==> config.mk <==
export PLATFORM = sky130hd
export DESIGN_NAME = instr_fetch_unit_flat
export DESIGN_NICKNAME = d
export VERILOG_FILES = /design/src/rtl/cpu_pkg.sv /design/src/rtl/instr_fetch_unit_if.sv /design/src/rtl/instr_fetch_unit_pc_counter.sv /design/src/rtl/instr_fetch_unit.sv /design/src/flat_wrapper.sv
export SDC_FILE = /design/constraint.sdc
export NUM_CORES = 1
export LEC_CHECK = 0
export BUFFER_PORTS_ARGS = -buffer_cell sky130_fd_sc_hd__buf_2
export CAP_MARGIN = 20
export CORE_ASPECT_RATIO = 1.5
export CORE_MARGIN = 5
export CORE_UTILIZATION = 45
export CTS_CLUSTER_SIZE = 8
export DETAILED_ROUTE_END_ITERATION = 6
export GPL_ROUTABILITY_DRIVEN = 0
export GPL_TIMING_DRIVEN = 0
export HOLD_SLACK_MARGIN = 0.12
export PLACE_DENSITY_LB_ADDON = 0.12
export SETUP_SLACK_MARGIN = 0.15
export SYNTH_ARGS = -nofsm -noshare
export SYNTH_HDL_FRONTEND = slang
export SYNTH_SLANG_ARGS = --single-unit
==> constraint.sdc <==
create_clock -name clk -period 2.8 [get_ports clk]
set_input_delay 0.14 -clock clk [delete_from_list [all_inputs] [get_ports clk]]
set_output_delay 0.14 -clock clk [all_outputs]
set_load 0.005 [all_outputs]
==> src/rtl/cpu_pkg.sv <==
// Shared definitions for the 8-bit multi-cycle CPU: fetch FSM states,
// instruction class codes and the short-immediate helper.
package cpu_pkg;

    typedef enum logic [2:0] {
        ST_IDLE  = 3'd0,
        ST_RD0   = 3'd1,
        ST_CAP0  = 3'd2,
        ST_RD1   = 3'd3,
        ST_CAP1  = 3'd4,
        ST_VALID = 3'd5
    } fetch_state_e;

    localparam logic [1:0] CLS_IMM8 = 2'b00;
    localparam logic [1:0] CLS_NONE = 2'b01;
    localparam logic [1:0] CLS_IMM3 = 2'b10;
    localparam logic [1:0] CLS_IMM6 = 2'b11;

    // Immediate carried inside a 1-byte opcode, zero-extended; sign
    // extension is left to the downstream extender.
    function automatic logic [7:0] short_imm(input logic [7:0] op);
        logic [7:0] imm;
        imm = 8'h00;
        case (op[7:6])
            CLS_IMM3: imm = {5'b0, op[2:0]};
            CLS_IMM6: imm = {2'b0, op[5:0]};
            default:  imm = 8'h00;
        endcase
        return imm;
    endfunction

endpackage

==> src/rtl/instr_fetch_unit_if.sv <==
// Bundle of control-unit handshake, memory port and extender-facing outputs
// of the instruction fetch unit.
interface instr_fetch_unit_if;

    logic       fetch_start;
    logic       decode_ack;
    logic       pc_load;
    logic [7:0] pc_target;
    logic [7:0] mem_rdata;
    logic       mem_rd;
    logic [7:0] mem_addr;
    logic [7:0] pc;
    logic [7:0] opcode;
    logic [7:0] imm_raw;
    logic [1:0] len_sel;
    logic       instr_valid;
    logic       busy;

    modport slave (
        input  fetch_start, decode_ack, pc_load, pc_target, mem_rdata,
        output mem_rd, mem_addr, pc, opcode, imm_raw, len_sel, instr_valid, busy
    );

    modport master (
        output fetch_start, decode_ack, pc_load, pc_target, mem_rdata,
        input  mem_rd, mem_addr, pc, opcode, imm_raw, len_sel, instr_valid, busy
    );

endinterface

==> src/rtl/instr_fetch_unit_pc_counter.sv <==
// 8-bit program counter with async reset; a load always beats an increment.
module pc_counter #(
    parameter logic [7:0] RESET_PC = 8'h00
) (
    input  logic       clk,
    input  logic       rst_n,
    input  logic       load,
    input  logic       inc,
    input  logic [7:0] load_val,
    output logic [7:0] pc
);

    logic [7:0] pc_d;
    logic [7:0] pc_q;

    always_comb begin
        pc_d = pc_q;
        if (load) begin
            pc_d = load_val;
        end else if (inc) begin
            pc_d = pc_q + 8'd1;
        end
    end

    always_ff @(posedge clk or negedge rst_n) begin
        if (!rst_n) begin
            pc_q <= RESET_PC;
        end else begin
            pc_q <= pc_d;
        end
    end

    assign pc = pc_q;

endmodule

==> src/rtl/instr_fetch_unit.sv <==
// Fetch / instruction-register stage: reads 1- or 2-byte instructions from
// byte memory and holds opcode, raw immediate and length select for decode.
module instr_fetch_unit
    import cpu_pkg::*;
#(
    parameter logic [7:0] RESET_PC = 8'h00
) (
    input logic               clk,
    input logic               rst_n,
    instr_fetch_unit_if.slave bus
);

    fetch_state_e state_d, state_q;
    logic [7:0]   opcode_d, opcode_q;
    logic [7:0]   imm_raw_d, imm_raw_q;
    logic [1:0]   len_sel_d, len_sel_q;
    logic         pc_inc;
    logic [7:0]   pc_now;

    pc_counter #(.RESET_PC(RESET_PC)) u_pc (
        .clk      (clk),
        .rst_n    (rst_n),
        .load     (bus.pc_load),
        .inc      (pc_inc),
        .load_val (bus.pc_target),
        .pc       (pc_now)
    );

    always_comb begin
        state_d   = state_q;
        opcode_d  = opcode_q;
        imm_raw_d = imm_raw_q;
        len_sel_d = len_sel_q;
        pc_inc    = 1'b0;

        unique case (state_q)
            ST_IDLE: begin
                if (bus.fetch_start) state_d = ST_RD0;
            end
            ST_RD0: state_d = ST_CAP0;
            ST_CAP0: begin
                opcode_d  = bus.mem_rdata;
                len_sel_d = bus.mem_rdata[7:6];
                pc_inc    = 1'b1;
                if (bus.mem_rdata[7:6] == CLS_IMM8) begin
                    state_d = ST_RD1;
                end else begin
                    imm_raw_d = short_imm(bus.mem_rdata);
                    state_d   = ST_VALID;
                end
            end
            ST_RD1: state_d = ST_CAP1;
            ST_CAP1: begin
                imm_raw_d = bus.mem_rdata;
                pc_inc    = 1'b1;
                state_d   = ST_VALID;
            end
            ST_VALID: begin
                if (bus.decode_ack) state_d = ST_IDLE;
            end
            default: state_d = ST_IDLE;
        endcase

        // A branch/jump load aborts any fetch in flight and leaves the held
        // instruction registers untouched.
        if (bus.pc_load) begin
            state_d   = ST_IDLE;
            opcode_d  = opcode_q;
            imm_raw_d = imm_raw_q;
            len_sel_d = len_sel_q;
        end
    end

    always_ff @(posedge clk or negedge rst_n) begin
        if (!rst_n) begin
            state_q   <= ST_IDLE;
            opcode_q  <= 8'h00;
            imm_raw_q <= 8'h00;
            len_sel_q <= 2'b00;
        end else begin
            state_q   <= state_d;
            opcode_q  <= opcode_d;
            imm_raw_q <= imm_raw_d;
            len_sel_q <= len_sel_d;
        end
    end

    assign bus.mem_rd      = (state_q == ST_RD0) || (state_q == ST_RD1);
    assign bus.mem_addr    = pc_now;
    assign bus.pc          = pc_now;
    assign bus.opcode      = opcode_q;
    assign bus.imm_raw     = imm_raw_q;
    assign bus.len_sel     = len_sel_q;
    assign bus.instr_valid = (state_q == ST_VALID);
    assign bus.busy        = (state_q != ST_IDLE) && (state_q != ST_VALID);

endmodule

==> src/flat_wrapper.sv <==
// flat-port wrapper written by rule: the top's interface ports become plain ports
module instr_fetch_unit_flat import cpu_pkg::*;
#(
    parameter logic [7:0] RESET_PC = 8'h00
)
  (clk, rst_n, bus_fetch_start, bus_decode_ack, bus_pc_load, bus_pc_target, bus_mem_rdata, bus_mem_rd, bus_mem_addr, bus_pc, bus_opcode, bus_imm_raw, bus_len_sel, bus_instr_valid, bus_busy);
  instr_fetch_unit_if bus_i ();
  input logic clk;
  input logic rst_n;
  input wire logic [$bits(bus_i.fetch_start)-1:0] bus_fetch_start;
  input wire logic [$bits(bus_i.decode_ack)-1:0] bus_decode_ack;
  input wire logic [$bits(bus_i.pc_load)-1:0] bus_pc_load;
  input wire logic [$bits(bus_i.pc_target)-1:0] bus_pc_target;
  input wire logic [$bits(bus_i.mem_rdata)-1:0] bus_mem_rdata;
  output wire logic [$bits(bus_i.mem_rd)-1:0] bus_mem_rd;
  output wire logic [$bits(bus_i.mem_addr)-1:0] bus_mem_addr;
  output wire logic [$bits(bus_i.pc)-1:0] bus_pc;
  output wire logic [$bits(bus_i.opcode)-1:0] bus_opcode;
  output wire logic [$bits(bus_i.imm_raw)-1:0] bus_imm_raw;
  output wire logic [$bits(bus_i.len_sel)-1:0] bus_len_sel;
  output wire logic [$bits(bus_i.instr_valid)-1:0] bus_instr_valid;
  output wire logic [$bits(bus_i.busy)-1:0] bus_busy;
  assign bus_i.fetch_start = bus_fetch_start;
  assign bus_i.decode_ack = bus_decode_ack;
  assign bus_i.pc_load = bus_pc_load;
  assign bus_i.pc_target = bus_pc_target;
  assign bus_i.mem_rdata = bus_mem_rdata;
  assign bus_mem_rd = bus_i.mem_rd;
  assign bus_mem_addr = bus_i.mem_addr;
  assign bus_pc = bus_i.pc;
  assign bus_opcode = bus_i.opcode;
  assign bus_imm_raw = bus_i.imm_raw;
  assign bus_len_sel = bus_i.len_sel;
  assign bus_instr_valid = bus_i.instr_valid;
  assign bus_busy = bus_i.busy;
  instr_fetch_unit #(.RESET_PC(RESET_PC)) u_core (.clk(clk), .rst_n(rst_n), .bus(bus_i));
endmodule
# == Yosys cells after proc, flatten, opt, wreduce, memory -nomap -nowiden ==
# Cells that the tools add are included.
# op_classes
n_addsub,1
eq_ne,11
n_mux,11
bitwise_logic,1
reduce_logical,11
# op_table
operator,count
$mux W8,3
$pmux W3 S6,1
$pmux W8 S2,1
$mux W3,4
$pmux W6 S2,1
$ne A3 B3 Y1 const B,3
$add A8 B1 Y8 const B,1
$eq A3 B2 Y1 const B,2
$eq A3 B3 Y1 const B,2
$eq A2 B2 Y1 const B,2
$reduce_and A2 Y1,2
$reduce_bool A2 Y1,2
$eq A3 B1 Y1 const B,1
$logic_not A3 Y1,1
$reduce_and A3 Y1,1
$reduce_bool A3 Y1,1
$logic_not A2 Y1,1
$ne A2 B2 Y1 const B,1
$reduce_or A2 Y1,1
$logic_and A1 B1 Y1,1
$logic_or A1 B1 Y1,1
$mux W1,1
$not A1 Y1,1
# totals
register_bits,29
input_bits,21
wordCells,40

# == Logic depth before layout (Yosys ltp) ==
# depth
depth_word,5
depth_mapped,6

# == Modules after synthesis ==
# A second synthesis with hierarchy kept.
# unflattened
cells_unflattened,139
hier_area_um2,1427.6
# modules_own_cells
module,instances,cells_each,area_per_inst_um2,seq_area_each_um2
instr_fetch_unit,1,90,977.2,475.5
pc_counter,1,49,450.4,200.2

# == Worst setup path after synthesis ==
# Ideal clock, no wire load.
# synth_timing
path_kind,register -> register
start,register u_core.state_q[2]
end,register u_core.len_sel_q[0] (netlist: u_core.bus.len_sel[0])
setup_time_ns,0.125
arrival_ns,1.329
t_required_ns,2.675
path_slack_ns,1.347
stages_incl_launch_ff,4
n_path_buf,1
cell_sequence,dfrtp_1 -> buf_6 -> nor4_4 -> mux2_2
# synth_between
elab_chain_len,2
# synth_rtl
item,line_no,text
"start, declared",instr_fetch_unit.sv:13,"fetch_state_e state_d, state_q;"
"start signal, assigned",instr_fetch_unit.sv:81,state_q <= state_d;
$eq A3 B2 Y1,instr_fetch_unit.sv:36,unique case (state_q)
$reduce_and A2 Y1 (no line),n/a,
"end signal, assigned",instr_fetch_unit.sv:84,len_sel_q <= len_sel_d;
"end, declared",instr_fetch_unit.sv:16,"logic [1:0] len_sel_d, len_sel_q;"
# Every way passes these cells.
# A chain may end at the register's enable or synchronous reset.

# == Worst setup path after layout ==
# layout_timing
start,register u_core.state_q[1]
end,register u_core.len_sel_q[0] (netlist: u_core.bus.len_sel[0])
# The elaborated chain is that of the path after synthesis.

==> flow_metrics.py <==
metrics = {
    "cells_and_area": {
        "drive_gt1_share_pct": 40.8,
        "n_fill_cell": 269,
        "layout_commonest_cell": "buf_2",
        "finish.net_count": 234,
        "final_cell_mix": "buf_2, dfrtp_1, nand2_1, dlygate4sd3_1",
        "n_antenna_cell": 0,
        "final_cells": 250,
        "final_area_um2": 1940,
        "multiInputGateArea_um2": 586,
        "area_growth_pct": 38.5,
        "seqCellArea_um2": 676,
        "post-route-util_pct": 65.9,
    },
    "global_routing": {
        "grt-ovfl-total": 0,
        "grt_use_total_pct": 17.1,
        "grt_pass1_vias": 1294,
        "grt_start_max_net_pins": 28,
        "antenna_found_initial": 0,
        "grt_pass1_wl_um": 6020,
    },
    "sta": {
        "tightest_slew_ns": 0.595,
        "fin_setup_tns_ns": 0,
        "slew_viol_final": 0,
        "whs_ns": 0.173,
        "rsz0062_at_grt": "false",
        "finalHoldViolations": 0,
        "period_minus_slack_ns": 1.63,
        "finalSetupViolations": 0,
        "fin_skew_ns": 0.00211,
        "slew_headroom_pct": 60.0,
        "fin_crit_sh_pct": 58.3,
        "worst_slack_ns": 1.17,
        "fmax_ghz": 0.613,
    },
    "cts": {
        "clkTransAtPathRegs_ns": 0.09,
        "cts_sinks": 27,
        "cts_buffers": 3,
        "cts_tree": "yes",
        "clockBufferDepth": 2,
        "clk_latency_ns": 0.27,
        "htree_num_levels": 1,
        "root_buffer": "clkbuf_8",
    },
    "power": {
        "p_total_mw": 1.29,
        "power_frac_seq_pct": 46.4,
        "p_comb_share_pct": 36.4,
        "cellPowerDensity_nw_per_um2": 663,
        "switching_share_pct": 30.8,
        "switchingPower_uw": 396,
        "power.internal_uw": 890,
        "ir_drop_mv": 0.514,
        "p_leak_nw": 0.997,
        "pwr-share-clk_pct": 17.2,
    },
    "routing": {
        "routedWlPerCell_um": 13.5,
        "firstDrtPassIters": 4,
        "detail-route-antenna-nets": 0,
        "via_per_inst": 4.87,
        "drc": 0,
        "drtIter0Drc": 35,
        "routed_wl_um": 3380,
        "vias": 1217,
    },
    "logic_synthesis": {
        "synth_top_flop_cell": "dfrtp_1",
        "synth.cell_area_um2": 1400,
        "synth_compound_area_share_pct": 7.68,
        "yosysWarnings": 0,
        "ys_seq_area_share_pct": 48.2,
        "syn_nets": 156,
        "yosys.area.top_type_share_pct": 48.2,
        "synthCells": 134,
        "yosysTopAreaCell": "dfrtp_1",
        "synth_cell_types": 34,
        "muxShareOfSynthArea_pct": 11.4,
        "async_reset_ff_share_pct": 100,
        "synth_top_family_by_area": "simple AND/OR/NAND/NOR gates",
        "yosys.area_share.adder_pct": 0.893,
        "synth_xor_area_share_pct": 6.25,
        "yosys-top-cells-area": "dfrtp_1, mux2_2, buf_4",
        "ys_ff_latch": 27,
        "synth-simple-area-share_pct": 15.5,
        "synth_edf_count": 0,
        "syn_avg_cell_area_um2": 10.5,
    },
    "floorplanning": {
        "die_y_um": 78.3,
        "pin_count": 58,
        "start_util_pct": 47.6,
        "core_um2": 2940,
        "die_area_um2": 4350,
        "row_count": 24,
        "die_x_um": 55.6,
    },
    "hold_path": {
        "hp-class": "in -> reg",
    },
    "job": {
        "drv_cap": 0,
    },
    "place": {
        "pre_cts_ws_ns": 1.17,
        "portBuffers": 57,
        "dpl.hpwl_um": 2500,
        "post-place-cells": 230,
        "post_dp_cell_area_um2": 1740,
    },
    "critical_path": {
        "critPathRequiredTime_ns": 2.97,
        "critPathLaunchType": "flop",
        "crit_fanout": 8,
        "cp.arrival_ns": 1.80,
        "endpoint_kind": "flop",
        "worstSetupPathType": "reg -> reg",
    },
    "status": {
        "status": "complete, no violations",
    },
}
## flip-flops by register name, indices dropped and copies added, names as in the netlist
signal,count
u_core.state_q,3
u_core.bus.opcode,7
u_core.bus.len_sel,1
u_core.bus.imm_raw,8
u_core.u_pc.pc,8
## synth_stat cells (2+ instances only)
cell and n:
xor2_1 3, a21oi_1 3, buf_6 2, dfrtp_1 27
o21ai_0 10, nor2_1 4, mux2_2 8, buf_4 10
mux2i_1 7, clkbuf_1 2, a22o_1 2, nor3_1 4
or3_1 2, xnor2_1 7, nand2_1 17, inv_1 6
nand2b_1 2, nand3_1 2
## worst max-delay path, cell delays in order (launching register included)
cell and delay, ns:
dfrtp_1 0.45, inv_2 0.10, nor4_4 0.57, mux2_2 0.40
## layer usage
layer / vias up / GRT usage (%) / routed length (um)
met5: - / 0 / 0
met3: 5 / 3.45 / 196
li1: 596 / - / -
met1: 578 / 19.3 / 1260
met2: 38 / 31.3 / 1870
met4: 0 / 6.57 / 51
## power by group through the flow
stage               logic (mW)  clock network [mW]  registers, mW
floorplan                0.222                   0          0.610
global placement         0.447                   0          0.595
detailed placement       0.461                   0          0.603
CTS                      0.481               0.231          0.596
global route             0.530               0.247          0.617
finish                   0.468               0.222          0.597
## logic make-up after synthesis
kind of cell	after synthesis
muxes	15
buffers and inverters	23
xor gates and xnor gates	10
and+or+nand+nor	40
adders and majority gates	1
AOI/OAI and AO/OA	18
DFF	27
## layout make-up
class                   count  area share [%]
flip-flops and latches     27            34.8
inverters                   7            1.35
repair buffers             73            23.0
multi-input cells          84            30.2
clock buffers               4            2.32
well taps                  39            2.51
plain buffers              16            5.87
## path summary, 6_finish.rpt
| kind | start | to | slack (ns) | cells past startpoint |
|---|---|---|---|---|
| worst max-delay path | u_core.state_q[1] | u_core.bus.len_sel[0] | 1.17 | 3 |
| worst min-delay path | bus_mem_rdata[6] | u_core.bus.imm_raw[6] | 0.17 | 2 |
| worst max register to register | u_core.state_q[1] | u_core.bus.len_sel[0] | 1.17 | 3 |
| worst min register to register | u_core.bus.imm_raw[7] | u_core.bus.imm_raw[7] | 0.51 | 1 |
| max in group asynchronous | rst_n | u_core.bus.imm_raw[3] | 2.01 | 2 |
| min in group asynchronous | rst_n | u_core.u_pc.pc[5] | 0.41 | 2 |
## repair_timing
action / CTS / global route
hold buffers: 16 / 0
endpoints found under the hold margin: 47 / 0
buffers inserted: 0 / 0
gates resized for setup: 0 / 0
endpoints found under the setup margin: 0 / 0
No activity file was read; power rests on OpenSTA's default activity.
